**config.mk**
```make
export PLATFORM = sky130hd
export DESIGN_NAME = psum_row_drain
export DESIGN_NICKNAME = d
export VERILOG_FILES = /design/src/rtl/psum_row_drain.sv
export SDC_FILE = /design/constraint.sdc
export NUM_CORES = 1
export LEC_CHECK = 0
export ABC_CLOCK_PERIOD_IN_PS = 4600
export BUFFER_PORTS_ARGS = -buffer_cell sky130_fd_sc_hd__buf_4
export CELL_PAD_IN_SITES_DETAIL_PLACEMENT = 2
export CELL_PAD_IN_SITES_GLOBAL_PLACEMENT = 2
export CORE_ASPECT_RATIO = 1.1
export CORE_MARGIN = 2
export CORE_UTILIZATION = 41
export CTS_CLUSTER_DIAMETER = 200
export CTS_CLUSTER_SIZE = 12
export DETAILED_ROUTE_END_ITERATION = 6
export PLACE_DENSITY_LB_ADDON = 0.1
export RECOVER_POWER = 50
export REMOVE_ABC_BUFFERS = 1
export SYNTH_ARGS = -nofsm -noshare
export SYNTH_HDL_FRONTEND = slang
export SYNTH_SLANG_ARGS = --single-unit
```
**constraint.sdc**
```tcl
create_clock -name clk -period 4.6 [get_ports clk]
set_input_delay 0.92 -clock clk [delete_from_list [all_inputs] [get_ports clk]]
set_output_delay 0.92 -clock clk [all_outputs]
set_load 0.02 [all_outputs]
```
**src/rtl/psum_row_drain.sv**
```systemverilog
// -----------------------------------------------------------------------------
// psum_row_drain
//   Buffers whole core psum rows in a row FIFO and drains them as LPB-lane beats.
//   Optional macro PSUM_RELU_EN applies ReLU to every lane on the drain path.
//   Revision: 1.0
// -----------------------------------------------------------------------------
`default_nettype none

module psum_row_drain #(
   parameter int COL     = 8,
   parameter int BW_PSUM = 20,
   parameter int DEPTH   = 4,
   parameter int LPB     = 2
) (
   input  logic                        clk,
   input  logic                        reset,
   input  logic [COL*BW_PSUM-1:0]      in_row,
   input  logic                        in_valid,
   output logic                        in_ready,
   output logic [LPB*BW_PSUM-1:0]      out_data,
   output logic                        out_valid,
   input  logic                        out_ready,
   output logic                        out_last,
   output logic [$clog2(DEPTH):0]      row_count,
   output logic                        overflow
);

   localparam int c_nbeats = COL / LPB;
   localparam int c_beat_w = LPB * BW_PSUM;
   localparam int c_row_w  = COL * BW_PSUM;
   localparam int c_pw     = $clog2(DEPTH);
   localparam int c_cw     = c_pw + 1;
   localparam int c_kw     = (c_nbeats > 1) ? $clog2(c_nbeats) : 1;
   localparam logic [c_cw-1:0] c_full      = c_cw'(DEPTH);
   localparam logic [c_cw-1:0] c_one       = c_cw'(1);
   localparam logic [c_kw-1:0] c_last_beat = c_kw'(c_nbeats - 1);

   typedef enum logic [0:0] {
      S_IDLE  = 1'b0,
      S_DRAIN = 1'b1
   } state_t;

   state_t              r_state;
   state_t              w_state_nxt;
   logic [c_row_w-1:0]  r_mem [DEPTH];
   logic [c_pw-1:0]     r_wr_ptr;
   logic [c_pw-1:0]     r_rd_ptr;
   logic [c_cw-1:0]     r_count;
   logic [c_kw-1:0]     r_beat;
   logic                r_overflow;

   logic                w_push;
   logic                w_pop;
   logic                w_xfer;
   logic [c_row_w-1:0]  w_head;
   logic [c_beat_w-1:0] w_beats [c_nbeats];
   logic [c_beat_w-1:0] w_beat;
   logic [c_beat_w-1:0] w_data;

   assign in_ready  = (r_count != c_full);
   assign out_valid = (r_state == S_DRAIN);
   assign out_last  = out_valid && (r_beat == c_last_beat);
   assign row_count = r_count;
   assign overflow  = r_overflow;

   assign w_push = in_valid && in_ready;
   assign w_xfer = out_valid && out_ready;
   assign w_pop  = w_xfer && out_last;

   // Storage is deliberately not reset; validity is tracked by r_count alone.
   always_ff @(posedge clk) begin
      if (w_push) begin
         r_mem[r_wr_ptr] <= in_row;
      end
   end

   always_ff @(posedge clk or negedge reset) begin
      if (!reset) begin
         r_state    <= S_IDLE;
         r_wr_ptr   <= '0;
         r_rd_ptr   <= '0;
         r_count    <= '0;
         r_beat     <= '0;
         r_overflow <= 1'b0;
      end else begin
         r_state <= w_state_nxt;
         if (w_push) begin
            r_wr_ptr <= r_wr_ptr + c_pw'(1);
         end
         if (in_valid && !in_ready) begin
            r_overflow <= 1'b1;
         end
         if (w_xfer) begin
            if (out_last) begin
               r_beat   <= '0;
               r_rd_ptr <= r_rd_ptr + c_pw'(1);
            end else begin
               r_beat <= r_beat + c_kw'(1);
            end
         end
         case ({w_push, w_pop})
            2'b10:   r_count <= r_count + c_one;
            2'b01:   r_count <= r_count - c_one;
            default: r_count <= r_count;
         endcase
      end
   end

   always_comb begin
      w_state_nxt = r_state;
      case (r_state)
         S_IDLE: begin
            if (w_push) begin
               w_state_nxt = S_DRAIN;
            end
         end
         S_DRAIN: begin
            if (w_pop && (r_count == c_one) && !w_push) begin
               w_state_nxt = S_IDLE;
            end
         end
         default: w_state_nxt = S_IDLE;
      endcase
   end

   assign w_head = r_mem[r_rd_ptr];

   generate
      for (genvar b = 0; b < c_nbeats; b++) begin : g_beat
         assign w_beats[b] = w_head[b*c_beat_w +: c_beat_w];
      end
   endgenerate

   assign w_beat = w_beats[r_beat];

`ifdef PSUM_RELU_EN
   generate
      for (genvar l = 0; l < LPB; l++) begin : g_relu
         assign w_data[l*BW_PSUM +: BW_PSUM] =
            w_beat[l*BW_PSUM + BW_PSUM - 1] ? '0 : w_beat[l*BW_PSUM +: BW_PSUM];
      end
   endgenerate
`else
   assign w_data = w_beat;
`endif

   // Forced to zero while idle so the bus never shows stale FIFO contents.
   assign out_data = out_valid ? w_data : '0;

endmodule

`default_nettype wire

```
=== Yosys cells after proc, flatten, opt, wreduce, memory -nomap -nowiden ===
Memories as Yosys holds them, arrays and structs flattened.
Index checks and enable logic that the tools add are counted.

* $add $sub $neg: 5
* Magnitude comparators: 1
* Eq/ne operators: 5
* Multiplexer cells: 10
* Bitwise gates (word level): 2
* Reduce and logical (&&, ||, !) cells: 11

{| class="wikitable"
|+ Operator list
! kind !! count
|-
| 40-bit 2-to-1 mux || 3
|-
| 40-bit binary-select mux with 2-bit select || 1
|-
| 1-bit logical AND || 7
|-
| 2-bit by 1-bit adder with 2-bit output, second input constant || 3
|-
| 3-bit case mux with 2 select lines || 1
|-
| 2-bit equality test, second input constant || 2
|-
| 3-bit by 1-bit adder with 3-bit output, second input constant || 1
|-
| 3-bit by 1-bit equality test with 1-bit output, second input constant || 1
|-
| 3-bit greater-or-equal comparator, second input constant || 1
|-
| 1-bit 2-to-1 mux || 3
|-
| 3-bit != test, second input constant || 1
|-
| 2-bit NOT with 3-bit output || 1
|-
| 3-bit by 1-bit subtractor with 3-bit output, second input constant || 1
|-
| 2-bit by 1-bit equality test with 1-bit output, second input constant || 1
|-
| 1-bit zero test || 2
|-
| 2-bit 2-to-1 mux || 1
|-
| 1-bit case mux with 2 select lines || 1
|-
| 2-bit AND reduction || 1
|-
| 2-bit nonzero test || 1
|-
| 1-bit NOT || 1
|}

* Flip-flop bits (word level): 11
* Bits in writable memories: 640
* Input bits: 164
* Output and inout bits: 47
* Word-level logic and storage cells: 41
* Memories kept: 1

{| class="wikitable"
|+ Memory list
! name !! words !! bits a word !! rd ports !! clocked after Yosys merged registers in !! wr ports !! RTL line !! RTL
|-
| r_mem || 4 || 160 || 1 || 0 || 1 || 45 || <nowiki>logic [c_row_w-1:0] r_mem [DEPTH];</nowiki>
|}

=== Longest topological paths before layout ===
Gate-level depths: netlist of run 1.

* Depth after elaboration: 7
* Mapped depth: 8
* Gate-level depth less buffers: 8

=== Least setup slack after synthesis of run 1 ===
Ideal clock, no wire load.

* Kind: register to register
* Start point: register r_count[0], in the netlist row_count[0]
* End point: memory r_mem[1][0] (netlist name), enable pin
* Setup time: 0.541 ns
* Arrival time: 4.807 ns
* Required time: 4.059 ns
* Slack: -0.748 ns
* Cell stages (with the launch flop): 5
* Buffers on the path: 0
* Clock period less this slack: 5.348 ns
* Cells stage by stage: dfrtp_1 -> inv_1 -> ha_1 -> nand2_1 -> and3_1

* Cells in the longest elaborated chain, start to end: 4

{| class="wikitable"
|+ RTL lines
! element !! RTL line !! RTL
|-
| start, declared || 48 || <nowiki>logic [c_cw-1:0] r_count;</nowiki>
|-
| start signal, assigned || 102 || <nowiki>2'b10: r_count <= r_count + c_one;</nowiki>
|-
| start signal, assigned || 103 || <nowiki>2'b01: r_count <= r_count - c_one;</nowiki>
|-
| start signal, assigned || 104 || <nowiki>default: r_count <= r_count;</nowiki>
|-
| 3-bit != test || 60 || <nowiki>assign in_ready = (r_count != c_full);</nowiki>
|-
| net in_ready || 19 || <nowiki>output logic in_ready,</nowiki>
|-
| 1-bit logical AND || 66 || <nowiki>assign w_push = in_valid && in_ready;</nowiki>
|-
| 1-bit 2-to-1 mux || 72 || <nowiki>if (w_push) begin</nowiki>
|-
| 1-bit 2-to-1 mux (not written as such) || 73 || <nowiki>r_mem[r_wr_ptr] <= in_row;</nowiki>
|-
| end, declared || 45 ||
|}

The timed path passes the listed nets, and every way through them passes these cells.

=== Worst setup path after layout of run 1 ===
* Start point: register r_rd_ptr[0]
* End point: output out_data[11]

* Cells in the longest elaborated chain, start to end: 5

{| class="wikitable"
|+ RTL lines
! element !! RTL line !! RTL
|-
| start, declared || 47 || <nowiki>logic [c_pw-1:0] r_rd_ptr;</nowiki>
|-
| start signal, assigned || 96 || <nowiki>r_rd_ptr <= r_rd_ptr + c_pw'(1);</nowiki>
|-
| memory read 4 x 160 bit || -- ||
|-
| 40-bit binary-select mux with 2-bit select || 134 || <nowiki>assign w_beat = w_beats[r_beat];</nowiki>
|-
| 40-bit 2-to-1 mux (not written as such) (2 in a row) || 134 ||
|-
| 40-bit 2-to-1 mux || 148 || <nowiki>assign out_data = out_valid ? w_data : '0;</nowiki>
|-
| end, declared || 20 || <nowiki>output logic [LPB*BW_PSUM-1:0] out_data,</nowiki>
|}

No other way between the ends. The select of a mux whose other input is x is not followed.

==> impl_metrics.toml, run 1 <==
[timing]
rsz0062_at_grt = "no"
setup_viol = 0
totalNegativeSetupSlack_ns = 0
fmax_mhz = 260
layout_worst_path_cycle_share_pct = 83.8
slew_viol_final = 58
hold_viol = 0
hold-worst-slack_ns = 0.402
tightest_slew_ns = 1.83
skew_ns = 0.0181
period_needed_ns = 3.85
slew_headroom_pct = -22.3

[final_layout]
n_fill_cell = 5704
final_util_pct = 47.4
nets = 1751
drive_gt1_share_pct = 12.0
seq_area_um2 = 19500
multiInputGateArea_um2 = 5380
final_cells = 2435
area_growth_pct = 14.3

[synth]
synth.cell_area_um2 = 25300
syn_avg_cell_area_um2 = 18.8
synthDistinctLibCells = 31
synth_ff_type = "edfxtp_1"
synth.area.top_cells = "edfxtp_1, mux2i_1, a22oi_1"
synth.top_cell.area_share_pct = 75.9
yosysWarningCount = 0
synth_edf_count = 640
synth-seq-area-share_pct = 76.9
synth_common_cells = "edfxtp_1, mux2i_1, a22oi_1, nand2_1, nand3_1"
synth-seq-cells = 651
yosysMostFrequentCell = "edfxtp_1"
syn_inst = 1347
yosys.area.top_type = "edfxtp_1"
synth-async-reset-ratio_pct = 1.69

[detailed_routing]
vias_per_cell = 5.42
ant_nets = 0
wire_per_inst_um = 26.7
vias = 13200
post-route-drc-count = 0
wirelength_um = 65000
drt_pass1_iterations = 4
first_iter_violations = 728

[die]
dieArea_um2 = 63800
pin_count = 211
rows = 95
core_um2 = 61100
initial_core_util_pct = 41.5
die_y_um = 265
fp.dieW_um = 241

[global_routing]
gr-total-overflow = 0
grt_use_total_pct = 20.6
grt_pass1_vias = 14900
grt.met3_usage_pct = 3.82
antenna_found_initial = 11
grt_max_degree = 104
globalRouteMet2Util_pct = 35.9
met1_usage_pct = 26.7
grt_busiest_layer = "met2"
grt_first_pass_wirelength_um = 96400

[place]
dp_hpwl_um = 38400
port_buffers = 210
place_inst = 2339
place.gp.congestion = 0.682

[critical_path]
critPathRequiredTime_ns = 3.68
cp_cell_sequence = "buf_12 > buf_4 > mux2i_1 > a22oi_1 > nand3_1 > o21ai_1 > buf_4"
slowest_delay_ns = 0.59
r2r_slack_ns = 1.59
cp-end-kind = "output port"
start_kind = "flip-flop"
cp.buffers_inverters = 3
crit_top_cell = "buf_4"
path_class = "reg -> out"
cpMaxStageDelayCell = "buf_4"
path_delay_family = "buffers and inverters"
rr_worst_depth = 5
r2r_start = "row_count[0]"
arrival_ns = 2.93
worstPathMaxFanout = 51
r2r-end = "r_mem[1][1]"

[cts]
cts.htree.levels = 2
cts_inserted_buffers = 60
clock_latency_ns = 0.62
cts_buffer_depth = 3
cts_resized = 0
path_clk_slew_ns = 0.06
cts_tree = "built"
postCtsHoldBufs = 0
post-cts-setup-buffers = 0
root_buffer = "clkbuf_16"
cts_sinks = 651

[outcome]
violations = "max-capacitance violations, max-slew violations"
status = "finished with violations"

[flow_run]
drv_cap = 1

[power_and_ir_drop]
powerDensity_nw_per_um2 = 676
leakage_nw = 9.91
finalPower_mw = 19.6
vdd_drop_max_mv = 0.508

[worst_hold_path]
hp-class = "in -> async"
-- cells by family after synthesis --
group	after synthesis	share of synthesized area, %
AO/OA/AOI/OAI	175	4.77
XOR/XNOR	6	0.207
adder cells (fa/ha/maj)	10	0.494
buffers and inverters	82	2.01
flip-flops	651	76.9
multiplexers	291	13.0
AND/OR/NAND/NOR	132	2.55
-- layout make-up --
type	count	area share [%]
clock inverters	3	0.0993
clock buffers	87	5.61
flip-flops and latches	651	67.3
repair buffers	245	4.73
inverters	5	0.0648
well taps	824	3.56
diodes	6	0.0518
multi-input cells	614	18.6
-- worst max path at each step --
stage                    to  cells after the start  slack, ns        start
6_report       out_data[11]                      7       0.75  r_rd_ptr[0]
5_1_grt        out_data[19]                      7       0.54  r_rd_ptr[0]
4_1_cts        out_data[16]                      7       0.69  r_rd_ptr[0]
3_5_place_dp   out_data[16]                      7       1.38  r_rd_ptr[0]
3_3_place_gp   out_data[35]                      7       1.44  r_rd_ptr[0]
2_1_floorplan   out_data[0]                      4      -6.93  r_rd_ptr[0]
-- power by group --
part | switching, mW | internal [mW]
Sequential | 0.348 | 7.84
Clock | 2.06 | 2.41
Combinational | 4.39 | 2.53
-- sequential cells by signal (all words and copies together), names as in the netlist --
signal / flops
r_rd_ptr: 2
r_beat: 2
r_mem: 640
row_count: 3
r_wr_ptr: 2
overflow: 1
out_valid: 1
-- per-layer routing --
metal / vias to the layer above / wire length, um
met5: - / 47
met4: 8 / 1030
met3: 83 / 2810
met2: 254 / 33800
met1: 7010 / 27300
li1: 5853 / -
-- per-stage QoR --
stage	cell area [um2]	setup slack [ns]
finish	29000	0.747
global route	29000	0.541
CTS	29600	0.688
detailed placement	27900	1.38
global placement	27900	1.44
floorplan	24800	-6.93
-- placed cells by master, fill, tap and decap left out --
| cell type | Yosys | final |
|---|---|---|
| a21o_1 | 1 | 1 |
| a21oi_1 | 1 | 1 |
| a22oi_1 | 128 | 128 |
| a31o_2 | 1 | 1 |
| and2_1 | 2 | 1 |
| and2_2 | 0 | 1 |
| and3_1 | 4 | 1 |
| and3_4 | 0 | 3 |
| buf_12 | 0 | 11 |
| buf_4 | 9 | 72 |
| clkbuf_1 | 34 | 187 |
| clkbuf_16 | 0 | 61 |
| clkbuf_2 | 0 | 1 |
| dfrtp_1 | 11 | 9 |
| dfrtp_2 | 0 | 1 |
| dfrtp_4 | 0 | 1 |
| diode_2 | 0 | 6 |
| edfxtp_1 | 640 | 640 |
| ha_1 | 10 | 10 |
| inv_1 | 5 | 5 |
| inv_6 | 0 | 2 |
| inv_8 | 0 | 1 |
| mux2_2 | 1 | 1 |
| mux2i_1 | 259 | 259 |
| mux4_2 | 31 | 31 |
| nand2_1 | 49 | 48 |
| nand2_2 | 0 | 1 |
| nand2b_1 | 31 | 31 |
| nand3_1 | 40 | 40 |
| nor2_1 | 2 | 1 |
| nor2_4 | 0 | 1 |
| nor2b_4 | 0 | 3 |
| nor3_1 | 1 | 1 |
| o211ai_1 | 2 | 2 |
| o21ai_0 | 3 | 3 |
| o21ai_1 | 39 | 39 |
| xnor2_1 | 5 | 5 |
| xor2_1 | 1 | 1 |
-- worst register-to-register path, delay by kind of cell (launching register included) --
| family | cells | cell delay, ns |
|---|---|---|
| buf+inv | 2 | 1.40 |
| flops | 1 | 0.44 |
| simple gates | 2 | 0.44 |
| fa+ha+maj | 1 | 0.21 |
(Power assumes the default switching activity.)
==> run 2, diff against run 1 <==
--- a/config.mk
+++ b/config.mk
@@ -5,13 +5,14 @@
 export SDC_FILE = /design/constraint.sdc
 export NUM_CORES = 1
 export LEC_CHECK = 0
-export ABC_CLOCK_PERIOD_IN_PS = 4600
+export ABC_AREA = 1
+export ABC_CLOCK_PERIOD_IN_PS = 3500
 export BUFFER_PORTS_ARGS = -buffer_cell sky130_fd_sc_hd__buf_4
 export CELL_PAD_IN_SITES_DETAIL_PLACEMENT = 2
 export CELL_PAD_IN_SITES_GLOBAL_PLACEMENT = 2
 export CORE_ASPECT_RATIO = 1.1
 export CORE_MARGIN = 2
-export CORE_UTILIZATION = 41
+export CORE_UTILIZATION = 36
 export CTS_CLUSTER_DIAMETER = 200
 export CTS_CLUSTER_SIZE = 12
 export DETAILED_ROUTE_END_ITERATION = 6
==> constraint.sdc (replaced) <==
create_clock -name clk -period 3.5 [get_ports clk]
set_input_delay 0.7 -clock clk [delete_from_list [all_inputs] [get_ports clk]]
set_output_delay 0.7 -clock clk [all_outputs]
set_load 0.02 [all_outputs]
==> run 2 against run 1 <==
  * Die area grew 24%
  * Setup slack lost 0.64 ns
  * Critical endpoint is now out_data[29]
  * The flow now finishes without violations
  * Combinational power grew 68%
  * Via count grew 44%
  * Routed wire length grew 33%
  * Non-clock buffer count grew 21
  * Count of clock-buffer cells in the layout shrank 1
==> impl_metrics.toml, run 2 <==
[timing]
fmax_mhz = 295
layout_worst_path_cycle_share_pct = 96.8
tightest_slew_ns = 0.815
hold-worst-slack_ns = 0.331
setup_viol = 0
hold_viol = 0
slew_viol_final = 0
skew_ns = 0.0191
setup_slack_ns = 0.110
slew_headroom_pct = 45.7
rsz0062_at_grt = "yes"
period_needed_ns = 3.39

[detailed_routing]
ant_nets = 0
vias = 19000
post-route-drc-count = 0
first_iter_violations = 846
wirelength_um = 86400
drt_pass1_iterations = 4
wire_per_inst_um = 22.6
vias_per_cell = 4.98

[power_and_ir_drop]
leakage_nw = 12.9
powerDensity_nw_per_um2 = 891
finalPower_mw = 28.3
vdd_drop_max_mv = 0.461

[die]
rows = 106
initial_core_util_pct = 36.4
pin_count = 211
core_um2 = 76100
dieArea_um2 = 79100
die_y_um = 295
fp.dieW_um = 268

[cts]
cts_inserted_buffers = 60
cts_buffer_depth = 3
cts_sinks = 651
clock_latency_ns = 0.62
cts.htree.levels = 2
path_clk_slew_ns = 0.06
root_buffer = "clkbuf_16"
cts_tree = "built"

[final_layout]
nets = 2931
multiInputGateArea_um2 = 6140
final_cell_mix = "nand2_1, edfxtp_1, nand3_1, inv_1, clkbuf_1"
area_growth_pct = 14.8
final_cells = 3816
seq_area_um2 = 19500
drive_gt1_share_pct = 6.69
regMostFlops = "r_mem"
final_common_cell = "nand2_1"
largest_reg_flops = 640
n_fill_cell = 8100
final_util_pct = 41.7

[global_routing]
gr-total-overflow = 0
grt_use_total_pct = 22.0
grt_pass1_vias = 21900
antenna_found_initial = 22
grt_first_pass_wirelength_um = 130000
grt_max_degree = 106

[critical_path]
crit_top_cell = "nand2_1"
start_kind = "flip-flop"
cp.buffers_inverters = 3
cp-end-kind = "output port"
critPathRequiredTime_ns = 2.80
cp_cell_sequence = "clkinv_16 > buf_4 > nand2_1 > nand2_1 > nand2_1 > nand3_1 > nand3_1 > a21oi_1 > buf_4"
worstPathMaxFanout = 35
arrival_ns = 2.69
slowest_delay_ns = 0.60
path_class = "reg -> out"
cpMaxStageDelayCell = "dfrtp_4"
path_delay_family = "buffers and inverters"

[synth]
synth.cell_area_um2 = 27700
synth-seq-area-share_pct = 70.4
synth_ff_type = "edfxtp_1"
synth_compound_area_share_pct = 0.864
yosys.area_share.xor_xnor_pct = 0.190
synth.area.top_cells = "edfxtp_1, nand2_1, nand3_1"
yosysWarningCount = 0
synth_common_cells = "nand2_1, edfxtp_1, nand3_1, inv_1, buf_2"
synth.area.mux_share_pct = 0
synthSimpleGateAreaFrac_pct = 20.5
yosys.area.top_type = "edfxtp_1"
yosysMostFrequentCell = "nand2_1"
syn_inst = 2564
synthAdderAreaFrac_pct = 0.452
synthDistinctLibCells = 22
synth.top_cell.area_share_pct = 69.4
synth-async-reset-ratio_pct = 1.69
synth_edf_count = 640
synth_top_family_by_area = "simple AND/OR/NAND/NOR gates"
synth-seq-cells = 651
syn_avg_cell_area_um2 = 10.8

[place]
post-place-ws_ns = 0.591
dp_hpwl_um = 48600
port_buffers = 210
place_inst = 3712
place.gp.congestion = 0.726

[flow_run]
drv_cap = 0

[worst_hold_path]
hp-class = "in -> reg"

[outcome]
status = "finished, final reports clean"
==> run 2: cells by family after synthesis <==
| family | count (synthesis) |
|---|---|
| adder cells (fa/ha/maj) | 10 |
| buffers and inverters | 473 |
| XOR/XNOR | 6 |
| AND/OR/NAND/NOR | 1377 |
| AO/OA/AOI/OAI | 47 |
| flip-flops | 651 |
==> run 2: cell type report <==
cell class | instances | area share (%)
antenna | 8 | 0.0630
clock buffer | 86 | 5.10
clock inverter | 1 | 0.0355
inverter | 337 | 4.09
multi-input combinational | 1440 | 19.3
sequential | 651 | 61.4
tap | 1026 | 4.04
timing repair buffer | 266 | 5.85
timing repair inverter | 1 | 0.0512
==> run 2: per-stage QoR <==
stage	setup TNS [ns]	area [um2]
3_5_place_dp	0	30500
3_3_place_gp	0	30500
5_1_grt	-0.0365	31800
6_report	0	31800
4_1_cts	0	32200
2_1_floorplan	-3526.13	26900
==> run 2: final timing paths <==
check,startpoint,endpoint,slack [ns],depth (start not counted)
min,in_row[1],r_mem[1][1],0.33,1
max,r_rd_ptr[0],out_data[29],0.11,9
max in group asynchronous,reset,r_rd_ptr[1],2.22,2
min in group asynchronous,reset,row_count[0],0.68,2
min reg2reg,overflow,overflow,0.49,1
max reg2reg,row_count[0],r_mem[3][22],0.98,6
==> run 2: repair_timing <==
item | in CTS | in global routing
hold buffers | 1 | 0
buffers inserted | 0 | 3
endpoints found under the hold margin | 11 | 0
gates resized for setup | 8 | 5
endpoints found under the setup margin | 15 | 18
gates cloned | 3 | 2
==> run 2: report_power, final <==
| part | switching, mW | total (mW) | internal, mW |
|---|---|---|---|
| Combinational | 8.04 | 11.6 | 3.54 |
| Sequential | 0.498 | 10.8 | 10.3 |
| Clock | 2.79 | 5.94 | 3.15 |
| Total | 11.3 | 28.3 | 17.0 |
==> run 2: routing by layer <==
layer	routed length, um	GRT usage, %
met2	44400	39.5
met3	3380	4.06
met5	169	0
met4	2110	6.68
met1	36300	26.6
==> run 2: worst reg2reg max path: cells and delay by family, from the launching register on <==
kind	cells	cell delay, ns
AND/OR/NAND/NOR	3	0.89
buffers and inverters	2	0.50
flip-flops	1	0.44
adder cells (fa/ha/maj)	1	0.22
